[config.mk]
export PLATFORM = sky130hd
export DESIGN_NAME = display_scan_ctrl
export DESIGN_NICKNAME = d
export VERILOG_FILES = /design/src/rtl/display_scan_ctrl.sv
export SDC_FILE = /design/constraint.sdc
export NUM_CORES = 1
export LEC_CHECK = 0
export ABC_AREA = 1
export CAP_MARGIN = 20
export CORE_AREA = 5 5 74 143
export DETAILED_ROUTE_END_ITERATION = 12
export DIE_AREA = 0 0 79 148
export DONT_BUFFER_PORTS = 1
export PLACE_DENSITY_LB_ADDON = 0.1
export SYNTH_ARGS = -nofsm -noshare
export SYNTH_HDL_FRONTEND = slang
export SYNTH_SLANG_ARGS = --single-unit
export TNS_END_PERCENT = 20
[constraint.sdc]
create_clock -name clk -period 2.22 [get_ports clk]
set_input_delay 0.444 -clock clk [delete_from_list [all_inputs] [get_ports clk]]
set_output_delay 0.444 -clock clk [all_outputs]
set_load 0.005 [all_outputs]
[src/rtl/display_scan_ctrl.sv]
// Time-multiplexed scan controller for common-anode 7-segment digits sharing one
// BCD decoder: blank dead-time per slot, double-buffered value, leading-zero blanking.
module display_scan_ctrl #(
  parameter int NUM_DIGITS   = 4,
  parameter int REFRESH_DIV  = 50000,
  parameter int BLANK_CYCLES = 16
) (
  input  logic                    clk,
  input  logic                    rst,
  input  logic                    enable,
  input  logic                    load,
  input  logic [4*NUM_DIGITS-1:0] value_in,
  input  logic [NUM_DIGITS-1:0]   dp_in,
  input  logic                    lz_suppress,
  output logic [3:0]              bcd_out,
  output logic [NUM_DIGITS-1:0]   an_n,
  output logic                    dp_n,
  output logic                    frame_tick,
  output logic [1:0]              state_dbg
);

  localparam int CW = $clog2(REFRESH_DIV);
  localparam int DW = $clog2(NUM_DIGITS);
  localparam logic [CW-1:0] CNT_LAST   = CW'(REFRESH_DIV - 1);
  localparam logic [CW-1:0] BLANK_LAST = CW'(BLANK_CYCLES - 1);
  localparam logic [DW-1:0] DIG_LAST   = DW'(NUM_DIGITS - 1);

  typedef enum logic [1:0] {IDLE = 2'd0, BLANK = 2'd1, ON = 2'd2} state_t;

  state_t                  state_q, state_d;
  logic [DW-1:0]           digit_q, digit_d;
  logic [CW-1:0]           cnt_q, cnt_d;
  logic [4*NUM_DIGITS-1:0] act_val_q, act_val_d, shd_val_q, shd_val_d;
  logic [NUM_DIGITS-1:0]   act_dp_q, act_dp_d, shd_dp_q, shd_dp_d;
  logic                    pending_q, pending_d;
  logic                    latch;
  logic                    lead;
  logic [NUM_DIGITS-1:0]   supp;
  logic [3:0]              bcd_d;
  logic [NUM_DIGITS-1:0]   an_n_d;
  logic                    dp_n_d, frame_tick_d;

  always_comb begin
    state_d      = state_q;
    digit_d      = digit_q;
    cnt_d        = cnt_q;
    act_val_d    = act_val_q;
    act_dp_d     = act_dp_q;
    shd_val_d    = shd_val_q;
    shd_dp_d     = shd_dp_q;
    pending_d    = pending_q;
    latch        = 1'b0;
    frame_tick_d = 1'b0;

    if (!enable) begin
      state_d = IDLE;
      digit_d = '0;
      cnt_d   = '0;
    end else begin
      case (state_q)
        IDLE: begin
          state_d = BLANK;
          digit_d = '0;
          cnt_d   = '0;
          latch   = 1'b1;
        end
        BLANK: begin
          cnt_d = cnt_q + 1'b1;
          if (cnt_q == BLANK_LAST) state_d = ON;
        end
        ON: begin
          if (cnt_q == CNT_LAST) begin
            cnt_d   = '0;
            state_d = BLANK;
            if (digit_q == DIG_LAST) begin
              digit_d      = '0;
              latch        = 1'b1;
              frame_tick_d = 1'b1;
            end else begin
              digit_d = digit_q + 1'b1;
            end
          end else begin
            cnt_d = cnt_q + 1'b1;
          end
        end
        default: state_d = IDLE;
      endcase
    end

    if (latch && pending_q) begin
      act_val_d = shd_val_q;
      act_dp_d  = shd_dp_q;
      pending_d = 1'b0;
    end

    // A load landing in the frame-boundary cycle skips the shadow wait.
    if (load) begin
      shd_val_d = value_in;
      shd_dp_d  = dp_in;
      if (frame_tick) begin
        act_val_d = value_in;
        act_dp_d  = dp_in;
        pending_d = 1'b0;
      end else begin
        pending_d = 1'b1;
      end
    end

    lead = 1'b1;
    supp = '0;
    for (int i = NUM_DIGITS - 1; i > 0; i--) begin
      lead    = lead & (act_val_d[4*i +: 4] == 4'h0);
      supp[i] = lead;
    end

    // Outputs are computed from next-state so the registers line up with the state.
    bcd_d  = act_val_d[{digit_d, 2'b00} +: 4];
    dp_n_d = ~act_dp_d[digit_d];
    an_n_d = '1;
    if (state_d == IDLE) begin
      bcd_d  = 4'hF;
      dp_n_d = 1'b1;
    end else if (lz_suppress && supp[digit_d]) begin
      bcd_d = 4'hF;
    end
    if (state_d == ON) an_n_d[digit_d] = 1'b0;
  end

  always_ff @(posedge clk) begin
    if (rst) begin
      state_q    <= IDLE;
      digit_q    <= '0;
      cnt_q      <= '0;
      act_val_q  <= '0;
      act_dp_q   <= '0;
      shd_val_q  <= '0;
      shd_dp_q   <= '0;
      pending_q  <= 1'b0;
      bcd_out    <= 4'hF;
      an_n       <= '1;
      dp_n       <= 1'b1;
      frame_tick <= 1'b0;
    end else begin
      state_q    <= state_d;
      digit_q    <= digit_d;
      cnt_q      <= cnt_d;
      act_val_q  <= act_val_d;
      act_dp_q   <= act_dp_d;
      shd_val_q  <= shd_val_d;
      shd_dp_q   <= shd_dp_d;
      pending_q  <= pending_d;
      bcd_out    <= bcd_d;
      an_n       <= an_n_d;
      dp_n       <= dp_n_d;
      frame_tick <= frame_tick_d;
    end
  end

  assign state_dbg = state_q;

endmodule

==> summary by stage <==
Power and ir drop
In this run the power density over the cells is 763.6 mW/mm2. The leakage power is 1.785 nW. Power comes to 3.162 mW. The worst-case IR drop observed on VDD is 0.4153 mV.

Routing
The average vias per placed instance is 5.032. For this run, the detailed router's first-pass iteration total came to 4. For this block, the initial DRC count from the detailed router was 151. The residual DRC count is 0. After detailed routing, the average wire length per cell comes to 15.46 um. The routed wire length is 9695 um. The routed layout has 3,155 vias. The remaining antenna violation count after routing is 0.

Floorplanning
The number of placement rows is 50. The vertical die dimension is 148 um. The initial utilization of the core area, before any placement, comes to 0.3764. The area of the core is 0.009321 mm2. The total die area is 0.01169 mm2.

37 I/O pins were placed. The die span in x is 79 um.

STA
The total count of hold-check failures in the final report was 0. The worst hold slack after final layout is 0.1754 ns. The number of slew-limit violations in the final report is 0. The final clock skew is 0.006062 ns. The final worst-path setup slack is 0.1875 ns. The final setup TNS is 0 ns. Of the available clock period, the critical path in the final layout requires 0.9156.

The number of setup violations in the final report is 0. Based on the critical path, the design can be clocked at up to 492.0 MHz. At the pin with the least slew margin, the transition time is 0.7813 ns. The time the worst path needs with I/O delays and setup is 2.033 ns. Setup repair after global routing left no endpoint under its margin. The relative slew slack is 0.4785.

Synthesis
Counting flops and latches in the post-synthesis netlist gives 71. The number of standard cells after synthesis is 504. Yosys printed 0 warnings. Counting flops with an async set or reset pin after synthesis yields a share of 0. The net count of the mapped netlist is 536. After synthesis, the mean cell area works out to 6.961 um2. The prevailing post-synth register cell is dfxtp_1. The share of the Yosys chip area taken by registers is 0.4051.

The synthesized cell area is 0.003508 mm2. The number of synthesized flops with an enable pin is 0. The count of distinct cell types in the synthesized netlist is 37.

Run
The tool flagged a number of max-cap violations equal to 0.

Clock network
The longest clock path from root to sink contains 2 buffers. The H-tree was split into 3 levels. After clock tree synthesis, the setup repair step added 0 buffers. TritonCTS built the clock tree. CTS placed an instance of clkbuf_16 at the clock tree root.

The number of clock buffers added by TritonCTS is 9. The clock latency of the later-clocked register in the worst-skew pair is 0.34 ns. The clock drives 71 sinks. The clock-pin transition on the worst setup and hold timing paths is 0.06 ns.

The quantity of gates resized following cts is 0. The number of hold buffers added after CTS was 0.

Setup path
Grouping stages by cell kind, the critical path spends the most delay in simple AND/OR/NAND/NOR gates. Data on the critical path arrives at its endpoint at 2.31 ns. The largest single stage delay on the critical path is 0.35 ns. The required arrival time at the worst endpoint is 2.50 ns. On the critical path, the stage with the largest delay is an instance of dfxtp_2. The critical path buffer and inverter count is 2.

STA classifies the critical path startpoint as a register. The type of the setup path with the least slack is register to register. The maximum fanout along the worst path is 13.

STA classifies the critical path endpoint as a register. The critical path goes through ha_2, nand3_4, nor2_4, nand3_2, nand2_4, buf_8, nand4_1, nand3_1, o21ai_0, inv_1, nand2_1, nor2_2, nand3_2, nand3_1.

Finish
The library cell used most frequently in the layout, excluding fill and tap cells, is nand2_1. The top cell types in the final layout, fill and taps aside, are 117 x nand2_1, 69 x dfxtp_1, 67 x inv_1. Of the cells placed in the final design, the portion with a size suffix greater than 1 is 0.1415.

The layout net count is 551. The number of fill cells is 983. After routing the design area is 0.004141 mm2. 0 antenna diodes ended up in the layout. The post-synthesis to final-layout area growth is 18.05%.

Hold path
The classification of the worst-slack hold path is primary input to register.

Status
The flow ran to the end, and the final reports show no timing, DRC or antenna violations.

GRT
Across every metal layer, demand over resource in global routing totals 0.1747. The initial antenna violation count is 0. The leftover overflow at the end of global routing is 0. The maximum number of pins on one net before global-route repair is 45.

The number of global-route vias before repair is 3,174. The global-route wire length before repair is 15,550 um.

Place
The placed instances occupy a cell area of 0.003715 mm2. Prior to clock tree synthesis, the placed netlist has a worst setup slack of 0.05485 ns. The HPWL reported at the end of detailed placement is 7159 um. The congestion estimate from routability-driven global placement came to 0.8115. The number of I/O port buffers is 0.
-- cell usage after synthesis (all sizes together), types with 3 or more instances --
cell    number  area, um2
nor2        70      282.8
nor4         3      25.02
o211ai       6      50.05
ha           7      87.58
nor3b        3      22.52
nand2      120      462.9
nor3        14      80.08
or2          7      43.79
nand4       18      112.6
a211oi      16      120.1
xor2         5      43.79
o21ai       12      60.06
nand3       30      177.7
inv         72      270.3
clkbuf      11      41.29
a21oi       26      133.9
buf         10      55.05
dfxtp       71       1421
-- final cells by class --
| class | count | area [um2] | share of cell area |
|---|---|---|---|
| multi-input cells | 341 | 1802 | 0.4350 |
| flip-flops and latches | 71 | 1424 | 0.3438 |
| inverters | 73 | 274.0 | 0.06616 |
| clock buffers | 12 | 266.5 | 0.06435 |
| repair buffers | 23 | 180.2 | 0.04350 |
| well taps | 104 | 130.1 | 0.03142 |
| clock inverters | 3 | 65.06 | 0.01571 |
-- logic make-up (layout without fill, tap and decap cells) --
| kind of cell | count (synthesis) | count (layout) | synth area share |
|---|---|---|---|
| adder cells (fa/ha/maj) | 7 | 7 | 0.02496 |
| AO/OA/AOI/OAI | 61 | 61 | 0.1056 |
| buffers and inverters | 94 | 111 | 0.1056 |
| XOR/XNOR | 5 | 5 | 0.01248 |
| AND/OR/NAND/NOR | 266 | 268 | 0.3463 |
| flip-flops | 71 | 71 | 0.4051 |
-- final timing paths --
check,from,end,slack [ns],cells past startpoint
setup reg to reg,cnt_q[0]$_SDFFE_PP0P_,bcd_out[1]$_SDFF_PP1_,0.19,14
hold reg to reg,shd_val_q[3]$_SDFFE_PP0P_,shd_val_q[3]$_SDFFE_PP0P_,0.46,2
setup / recovery,cnt_q[0]$_SDFFE_PP0P_,bcd_out[1]$_SDFF_PP1_,0.19,14
hold / removal,rst,act_val_q[0]$_SDFF_PP0_,0.18,1
-- where the power goes --
group | total, mW | internal [mW] | switching (mW)
clock network | 1.60 | 1.07 | 0.534
logic | 0.211 | 0.0795 | 0.132
registers | 1.35 | 1.33 | 0.0229
total | 3.16 | 2.47 | 0.689
-- per-stage QoR --
stage / util / cells
CTS: 0.4341 / 625
detailed placement: 0.3985 / 610
global placement: 0.3985 / 610
finish: 0.4443 / 627
floorplan: - / 504
global route: 0.4443 / 627
-- worst reg2reg max path, stage by stage, from the launching register on --
cell,delay [ns]
dfxtp_2,0.35
ha_2,0.21
nand3_4,0.11
nor2_4,0.13
nand3_2,0.10
nand2_4,0.15
buf_8,0.16
nand4_1,0.09
nand3_1,0.08
o21ai_0,0.11
inv_1,0.09
nand2_1,0.06
nor2_2,0.12
nand3_2,0.13
nand3_1,0.10
-- sequential cells by signal (all words and copies together) (netlist names) --
register    count
act_val_q      16
cnt_q          16
shd_val_q      16
act_dp_q        4
an_n            4
bcd_out         4
shd_dp_q        4
digit_q         2
state_dbg       2
dp_n            1
frame_tick      1
pending_q       1
-- layer usage --
layer,vias up,wire length [um],GRT usage
met4,0,329,0.07659
met5,-,0,0
met3,24,341,0.04024
met1,1426,3411,0.1623
met2,57,5612,0.3459
li1,1648,-,-
Power figures use the tool's default switching activity.
